$ cat config.mk
export PLATFORM = sky130hd
export DESIGN_NAME = min_max
export DESIGN_NICKNAME = d
export VERILOG_FILES = /design/src/rtl/min_max.sv
export SDC_FILE = /design/constraint.sdc
export NUM_CORES = 1
export LEC_CHECK = 0
export CORE_AREA = 8 8 96 81
export DETAILED_ROUTE_END_ITERATION = 10
export DIE_AREA = 0 0 104 89
export PLACE_DENSITY_LB_ADDON = 0.2
export SYNTH_ARGS = -nofsm -noshare
export SYNTH_HDL_FRONTEND = slang
export SYNTH_SLANG_ARGS = --single-unit
$ cat constraint.sdc
create_clock -name clk -period 3.7 [get_ports clk]
set_input_delay 1.11 -clock clk [delete_from_list [all_inputs] [get_ports clk]]
set_output_delay 1.11 -clock clk [all_outputs]
set_load 0.01 [all_outputs]
$ cat src/rtl/min_max.sv
// Registered binary32 FMIN.S/FMAX.S unit with RISC-V NaN, signed-zero and NV rules.
// Define MIN_MAX_STICKY_INVALID_EN to make Invalid accumulate until rst.
module min_max (
  input  logic        clk,
  input  logic        rst,
  input  logic [31:0] a,
  input  logic [31:0] b,
  input  logic        rm,
  input  logic        in_valid,
  output logic [31:0] s,
  output logic        Invalid,
  output logic        out_valid
);

  logic        w_aIsNan;
  logic        w_bIsNan;
  logic        w_anySnan;
  logic        w_aLess;
  logic [31:0] w_ordered;
  logic [31:0] w_result;

  logic [31:0] r_s;
  logic        r_invalid;
  logic        r_outValid;

  assign w_aIsNan  = (&a[30:23]) && (|a[22:0]);
  assign w_bIsNan  = (&b[30:23]) && (|b[22:0]);
  assign w_anySnan = (w_aIsNan && !a[22]) || (w_bIsNan && !b[22]);

  // Sign-magnitude total order: -0 sorts below +0 through the sign-differs case.
  always_comb begin
    w_aLess = 1'b0;
    if (a[31] != b[31])
      w_aLess = a[31];
    else if (!a[31])
      w_aLess = a[30:0] < b[30:0];
    else
      w_aLess = a[30:0] > b[30:0];
  end

  always_comb begin
    w_ordered = (rm ^ w_aLess) ? a : b;
    w_result  = w_ordered;
    if (w_aIsNan && w_bIsNan)
      w_result = 32'h7FC00000;
    else if (w_aIsNan)
      w_result = b;
    else if (w_bIsNan)
      w_result = a;
  end

  always_ff @(posedge clk) begin
    if (rst) begin
      r_s        <= 32'h00000000;
      r_invalid  <= 1'b0;
      r_outValid <= 1'b0;
    end else begin
      r_outValid <= in_valid;
      if (in_valid)
        r_s <= w_result;
`ifdef MIN_MAX_STICKY_INVALID_EN
      r_invalid <= r_invalid | (in_valid & w_anySnan);
`else
      r_invalid <= in_valid & w_anySnan;
`endif
    end
  end

  assign s         = r_s;
  assign Invalid   = r_invalid;
  assign out_valid = r_outValid;

endmodule

### Word level (Yosys, flattened, before mapping)

Index checks and enable logic that the tools add are counted.

| word-level totals | value |
|---|---|
| flip-flop bits (word level) | 34 |
| output and inout port bits | 34 |
| word-level logic and storage cells | 26 |

| cells by class | value |
|---|---|
| $lt $le $gt $ge | 2 |
| eq/ne operators | 1 |
| muxes and demuxes | 6 |
| bitwise gates (word level) | 2 |
| reduce and logical (&&, ||, !) cells | 12 |

Operator list:

| kind | number |
|---|---|
| $mux W32 | 4 |
| $reduce_or A23 Y1 | 2 |
| $gt A31 B31 Y1 | 1 |
| $lt A31 B31 Y1 | 1 |
| $reduce_and A8 Y1 | 2 |
| $logic_and A1 B1 Y1 | 5 |
| $logic_not A1 Y1 | 2 |
| $mux W1 | 2 |
| $and A1 B1 Y1 | 1 |
| $logic_or A1 B1 Y1 | 1 |
| $ne A1 B1 Y1 | 1 |
| $xor A1 B1 Y1 | 1 |

### Logic depth before layout (Yosys ltp)

Gate-level depths: netlist (run 1).

| depth | value |
|---|---|
| depth in word-level cells | 8 |
| gate-level depth with buffers | 12 |
| gate-level depth less buffers | 10 |

### Worst setup path after synthesis (run 1)

OpenSTA, ideal clock, no wires.

| timing | value |
|---|---|
| path kind | input port to flip-flop |
| start | input b[4] |
| end | register r_s[0] (netlist: s[0]) |
| arrival | 3.212 ns |
| data required time | 3.572 ns |
| slack | 0.360 ns |
| stages on the path | 12 |
| cell sequence | inv_1 -> ha_1 -> a211oi_1 -> nor2_1 -> o31a_1 -> o41ai_2 -> mux2i_1 -> mux2i_1 -> or2_1 -> buf_6 -> buf_6 -> o211ai_2 |

| between the ends | value |
|---|---|
| cells in the longest elaborated chain, start to end | 8 |

RTL lines:

| item | RTL line | source |
|---|---|---|
| from (decl) | 7 | `input logic [31:0] b,` |
| $lt A31 B31 Y1 / $gt A31 B31 Y1 (equally long branches) | 36, 38 |  |
| $mux W1 | 35 | `else if (!a[31])` |
| $mux W1 | 33 | `if (a[31] != b[31])` |
| $xor A1 B1 Y1 | 42 | `w_ordered = (rm ^ w_aLess) ? a : b;` |
| $mux W32 | 42 |  |
| $mux W32 | 48 | `else if (w_bIsNan)` |
| $mux W32 | 46 | `else if (w_aIsNan)` |
| $mux W32 * | 44 | `if (w_aIsNan && w_bIsNan)` |
| to (signal assigned) | 60 | `r_s <= w_result;` |
| to (decl) | 22 | `logic [31:0] r_s;` |

Mark *: on every way between the ends. The rest lies on a longest branch, timed or not.
A chain may end at the register's enable or synchronous reset.

### Final worst setup path (run 1)

| timing | value |
|---|---|
| start | input b[22] |
| end | register r_s[3] (netlist: s[3]) |

Same word-level chain as after synthesis.

==> impl_metrics.py, run 1 <==
metrics = {
    "finish": {
        "area_delta_synth_final_pct": 77.0,
        "drive_above_1_share_pct": 30.3,
        "antenna-diode-count": 0,
        "post-route-util_pct": 77.1,
        "fin_nets": 593,
    },
    "yosys": {
        "synth.largest_area_cell": "dfxtp_1",
        "ys_top_cells_by_area": "dfxtp_1 25%, ha_1 14%, o211ai_2 11%",
        "async_reset_ff_share_pct": 0,
        "avgSynthCellArea_sq_um": 8.24,
        "synth_top_area_share_pct": 25.3,
        "syn_area_sq_mm": 0.00269,
        "syn_inst": 327,
        "synth_most_common_cell": "nand2_1",
        "synth_flop_cell": "dfxtp_1",
        "synth.yosys.seq_area_share_pct": 25.3,
        "synth_seq_cells": 34,
        "synth_commonest_cells": "53 x nand2_1, 34 x dfxtp_1, 31 x ha_1, 31 x inv_1",
        "ys_types": 39,
        "synth_edf_count": 0,
        "synth_nets": 426,
        "ys_warn_count": 0,
    },
    "critical_path": {
        "crit_slowest_cell": "clkdlybuf4s50_1",
        "start_kind": "primary input",
        "required_ps": 3880,
        "critical-path-top-delay-family": "simple AND/OR/NAND/NOR gates",
        "cp_cell_sequence": "clkdlybuf4s50_1, inv_1, ha_4, nand2_2, nor4_4, and4_1, o41ai_2, mux2i_1, mux2i_2, or2_4, clkbuf_16, o211ai_2",
        "endpoint_kind": "flop",
        "critical_path_class": "primary input to flop",
        "cp.buffers_inverters": 3,
        "crit_arrival_ps": 3820,
        "r2r_cells": 2,
        "cp_num_cells": 12,
        "slowest_delay_ps": 510,
        "crit_fanout": 8,
    },
    "routing": {
        "drtIter0Drc": 190,
        "viasPerCell": 5.69,
        "wl_um": 10600,
        "postRouteAntennaNets": 0,
        "route.detailed.drc": 0,
        "vias": 3294,
        "dr.pass1.iters": 4,
        "wire_per_inst_um": 18.3,
    },
    "sta": {
        "hold_slack_ps": 464,
        "fin_crit_ps": 3640,
        "slew_headroom_pct": 52.5,
        "finalSetupViolCount": 0,
        "timing.fmax_mhz": 274,
        "period_share_pct": 98.5,
        "maxSlewViolCount": 0,
        "clock_skew_ps": 0,
        "setup_ws_ps": 55.4,
        "worst_pin_slew_ps": 709,
        "hold_violations": 0,
    },
    "placed_design": {
        "dp_hpwl_um": 7950,
        "pre_cts_ws_ps": -347,
        "io_buffers": 101,
        "gp_congestion": 0.932,
    },
    "global_route": {
        "grt_pass1_vias": 3388,
        "busiest_layer": "met2",
        "use_met3_pct": 6.48,
        "grt_pass1_wl_um": 16300,
        "grt_use_total_pct": 21.4,
        "met1_usage_pct": 26.0,
        "met2_usage_pct": 35.9,
        "grt_max_degree": 33,
        "antenna_found_initial": 0,
        "globalRouteOverflowTotal": 0,
    },
    "clocking": {
        "cts_tree": "done",
        "cts-root-buf": "clkbuf_8",
        "path_clk_slew_ps": 80,
        "clk_path_buf_depth": 2,
        "cts.sinks": 34,
        "ctsHoldBuffers": 0,
        "h-tree-depth": 2,
        "clkLatencyLatePin_ps": 290,
        "numCtsBuffers": 5,
    },
    "die": {
        "core_sq_mm": 0.00618,
        "die_h_um": 89,
        "start_util_pct": 43.6,
        "top_level_ports": 102,
        "die_area_sq_mm": 0.00926,
        "die_w_um": 104,
        "num_rows": 26,
    },
    "job": {
        "cap_violations": 0,
    },
    "run_status": {
        "status": "completed",
    },
    "pwr": {
        "power.static_leakage_nw": 2.30,
        "power_density_mw_per_mm2": 260,
        "vdd_ir_drop_max_mv": 0.135,
    },
    "min_path": {
        "hold_class": "flop to flop",
        "hold_depth": 2,
    },
}
registers in the layout (all words and copies together), names as in the netlist:
register / cells
Invalid: 1
out_valid: 1
s: 32
area by class of cell:
| class | instances | area [sq um] |
|---|---|---|
| sequential | 34 | 681 |
| multi-input combinational | 243 | 2030 |
| inverter | 31 | 116 |
| clock buffer | 7 | 86.3 |
| timing repair buffer | 179 | 1750 |
| fill | 431 | 1410 |
| tap | 84 | 105 |
| clock inverter | 1 | 5.00 |
what timing repair did:
item,CTS,global route
resized for setup,1,74
cloned,0,2
pin swaps,2,19
setup buffers,0,3
endpoints found under the setup margin,6,32
worst paths after layout:
| path | from | end | slack (ps) |
|---|---|---|---|
| max | b[22] | s[3]$_SDFFE_PP0P_ | 60 |
| min | s[5]$_SDFFE_PP0P_ | s[5]$_SDFFE_PP0P_ | 460 |
| max reg2reg | s[29]$_SDFFE_PP0P_ | s[29]$_SDFFE_PP0P_ | 3000 |
| min reg2reg | s[5]$_SDFFE_PP0P_ | s[5]$_SDFFE_PP0P_ | 460 |
power by group:
part	total (mW)	switching, mW	internal (mW)
logic	0.526	0.243	0.283
registers	0.420	0.0193	0.400
clock network	0.295	0.145	0.150
through the flow:
step	TNS (ps)	std cells	power, mW	instance area [sq um]
5_1_grt	-1100	579	1.30	4770
6_report	0	579	1.24	4770
3_3_place_gp	-4760	566	0.887	4290
4_1_cts	0	574	1.19	4380
3_5_place_dp	-8870	566	0.896	4290
2_1_floorplan	0	327	0.624	2690
cells in the final DEF, fill, tap and decap left out, types with 2 or more instances in the layout:
cell and instances:
buf_4 71, clkdlybuf4s50_1 65, nand2_1 51, dlymetal6s2s_1 36
dfxtp_1 34, inv_1 25, o211ai_1 23, o211ai_2 23
nor4_1 19, ha_1 17, nor2_1 15, ha_4 14
nand4_1 12, a211oi_2 9, o21bai_1 9, a21oi_1 8
inv_2 6, clkbuf_8 6, o21ai_1 5, nand3_1 4
nand2_2 2, a21oi_2 2, and2_1 2, a21o_1 2
nand2b_1 2, nor3_1 2, nor2_2 2, nor2b_1 2
buf_12 2, buf_8 2
per-layer routing:
layer	wire length, um	vias to the layer above
met5	0	-
met4	267	0
met3	963	31
met2	4950	176
met1	4440	1544
li1	-	1543
worst register-to-register path, delay by kind of cell, from the launching register on:
family | cells | cell delay [ps]
AOI/OAI and AO/OA | 2 | 260
DFF | 1 | 360
logic make-up after synthesis:
family                     synth area share [%]
AOI/OAI and AO/OA                          29.8
and+or+nand+nor                            21.6
adders and majority gates                  14.4
buffers and inverters                      8.17
muxes                                     0.743
DFF                                        25.3
(Power assumes the default switching activity.)
==> run 2: changes to the inputs <==
--- a/config.mk
+++ b/config.mk
@@ -8,7 +8,10 @@
 export CORE_AREA = 8 8 96 81
 export DETAILED_ROUTE_END_ITERATION = 10
 export DIE_AREA = 0 0 104 89
+export GPL_ROUTABILITY_DRIVEN = 0
+export HOLD_SLACK_MARGIN = 0.1
 export PLACE_DENSITY_LB_ADDON = 0.2
+export SKIP_LAST_GASP = 1
 export SYNTH_ARGS = -nofsm -noshare
 export SYNTH_HDL_FRONTEND = slang
 export SYNTH_SLANG_ARGS = --single-unit
==> results of run 2 <==
No change in the layout: final DEF, timing and power equal those of run 1.
==> run 3: changes to the inputs <==
--- a/config.mk
+++ b/config.mk
@@ -5,11 +5,11 @@
 export SDC_FILE = /design/constraint.sdc
 export NUM_CORES = 1
 export LEC_CHECK = 0
-export CORE_AREA = 8 8 96 81
+export CORE_AREA = 8 8 82 70
 export DETAILED_ROUTE_END_ITERATION = 10
-export DIE_AREA = 0 0 104 89
+export DIE_AREA = 0 0 90 78
+export DONT_BUFFER_PORTS = 1
 export GPL_ROUTABILITY_DRIVEN = 0
-export HOLD_SLACK_MARGIN = 0.1
 export PLACE_DENSITY_LB_ADDON = 0.2
 export SKIP_LAST_GASP = 1
 export SYNTH_ARGS = -nofsm -noshare
==> run 3 against run 2 <==
Compared with the run above: highest routed layer unchanged; first-iteration DRC count fell by 26%; worst setup slack improved by 420 ps; largest cell class unchanged; sequential power rose by 4.8%; fmax rose by 13%; hold slack improved by 67 ps; global-route usage rose by 0.28 points; cell count fell by 34%; critical path depth fell by 1.
==> impl_metrics.py, run 3 (synthesis results as in run 1) <==
metrics = {
    "critical_path": {
        "required_ps": 3890,
        "cp_cell_sequence": "inv_1, ha_1, a211oi_1, nor2_1, o31a_1, o41ai_2, mux2i_1, mux2i_2, or2_2, buf_12, a211oi_1",
        "slowest_delay_ps": 340,
        "worst_path_most_repeated_cell": "a211oi_1",
        "crit_arrival_ps": 3420,
        "crit_slowest_cell": "or2_2",
        "start_kind": "primary input",
        "endpoint_kind": "flop",
        "crit_fanout": 21,
        "critical_path_class": "primary input to flop",
    },
    "die": {
        "start_util_pct": 61.2,
        "die_area_sq_mm": 0.00702,
        "die_w_um": 90,
        "top_level_ports": 102,
        "num_rows": 22,
        "die_h_um": 78,
        "core_sq_mm": 0.00440,
    },
    "placed_design": {
        "io_buffers": 0,
        "dp_hpwl_um": 6040,
    },
    "run_status": {
        "status": "completed",
    },
    "clocking": {
        "h-tree-depth": 2,
        "numCtsBuffers": 5,
        "cts.sinks": 34,
        "ctsResizeCount": 0,
        "cts_tree": "done",
        "path_clk_slew_ps": 70,
        "clkLatencyLatePin_ps": 280,
        "cts-root-buf": "clkbuf_8",
        "ctsHoldBuffers": 0,
        "clk_path_buf_depth": 2,
        "post_cts_buffers": 0,
    },
    "routing": {
        "viasPerCell": 6.40,
        "vias": 2463,
        "dr.pass1.iters": 4,
        "wire_per_inst_um": 19.7,
        "wl_um": 7600,
        "drtIter0Drc": 140,
        "route.detailed.drc": 0,
        "postRouteAntennaNets": 0,
    },
    "finish": {
        "fin_nets": 423,
        "largest_reg_flops": 32,
        "antenna-diode-count": 0,
        "layout_commonest_cell": "nand2_1",
        "drive_above_1_share_pct": 16.3,
        "area_delta_synth_final_pct": 5.57,
        "most-common-layout-cells": "53 x nand2_1, 34 x dfxtp_1, 31 x inv_1, 31 x ha_1",
    },
    "pwr": {
        "power.static_leakage_nw": 1.23,
        "power_density_mw_per_mm2": 334,
        "vdd_ir_drop_max_mv": 0.206,
    },
    "sta": {
        "worst_pin_slew_ps": 424,
        "finalSetupViolCount": 0,
        "fin_crit_ps": 3230,
        "hold_violations": 0,
        "slew_headroom_pct": 71.7,
        "grt_setup_unrepaired": "no",
        "maxSlewViolCount": 0,
        "setup_tns_ps": 0,
        "timing.fmax_mhz": 310,
        "clock_skew_ps": 0,
        "hold_slack_ps": 532,
        "period_share_pct": 87.2,
    },
    "global_route": {
        "grt_max_degree": 47,
        "globalRouteOverflowTotal": 0,
        "grt_pass1_vias": 2447,
        "grt_use_total_pct": 21.7,
        "antenna_found_initial": 0,
        "grt_pass1_wl_um": 12500,
    },
    "min_path": {
        "hold_class": "flop to flop",
    },
    "job": {
        "cap_violations": 0,
    },
}
run 3: path summary, 6_finish.rpt:
check | startpoint | endpoint | slack [ps] | depth (start not counted)
worst max-delay path | b[4] | s[23]$_SDFFE_PP0P_ | 470 | 11
worst min register to register | s[14]$_SDFFE_PP0P_ | s[14]$_SDFFE_PP0P_ | 530 | 2
worst min-delay path | s[14]$_SDFFE_PP0P_ | s[14]$_SDFFE_PP0P_ | 530 | 2
worst max register to register | s[23]$_SDFFE_PP0P_ | s[23]$_SDFFE_PP0P_ | 2910 | 2
run 3: final cells by class:
class / instances / area (sq um)
repair buffers: 9 / 80.1
fillers: 424 / 1560
well taps: 60 / 75.1
inverters: 31 / 116
clock buffers: 7 / 86.3
multi-input cells: 243 / 1800
flip-flops and latches: 34 / 681
clock inverters: 1 / 5.00
run 3: critical path: cells and delay by family:
kind / cells / cell delay (ps)
adders and majority gates: 1 / 280
AOI/OAI and AO/OA: 4 / 990
buffers and inverters: 2 / 200
and+or+nand+nor: 2 / 420
muxes: 2 / 400
run 3: per-layer routing:
metal  global-route usage (%)  vias up  routed length [um]
met5                        0        -                   0
met4                     7.79        0                  83
met3                     10.4        9                1120
met2                     34.9      111                3440
met1                     24.7     1138                2960
li1                         -     1205                   -
run 3: per-stage QoR:
step                      utilization, %  worst slack (ps)  total power, mW  std cells  instance area, sq um
after floorplan                        -               360            0.624        327                  2690
after global placement              62.5               355            0.661        377                  2750
after detailed placement            62.5               203            0.668        377                  2750
after CTS                           64.6               512            0.958        385                  2840
after global routing                64.6               346             1.00        385                  2840
final                               64.6               472            0.951        385                  2840
run 3: report_power, final:
part           internal, mW  switching, mW  leakage [nW]
Sequential            0.401         0.0397         0.281
Combinational        0.0927          0.127         0.899
Clock                 0.150          0.140        0.0482
Total                 0.643          0.307          1.23
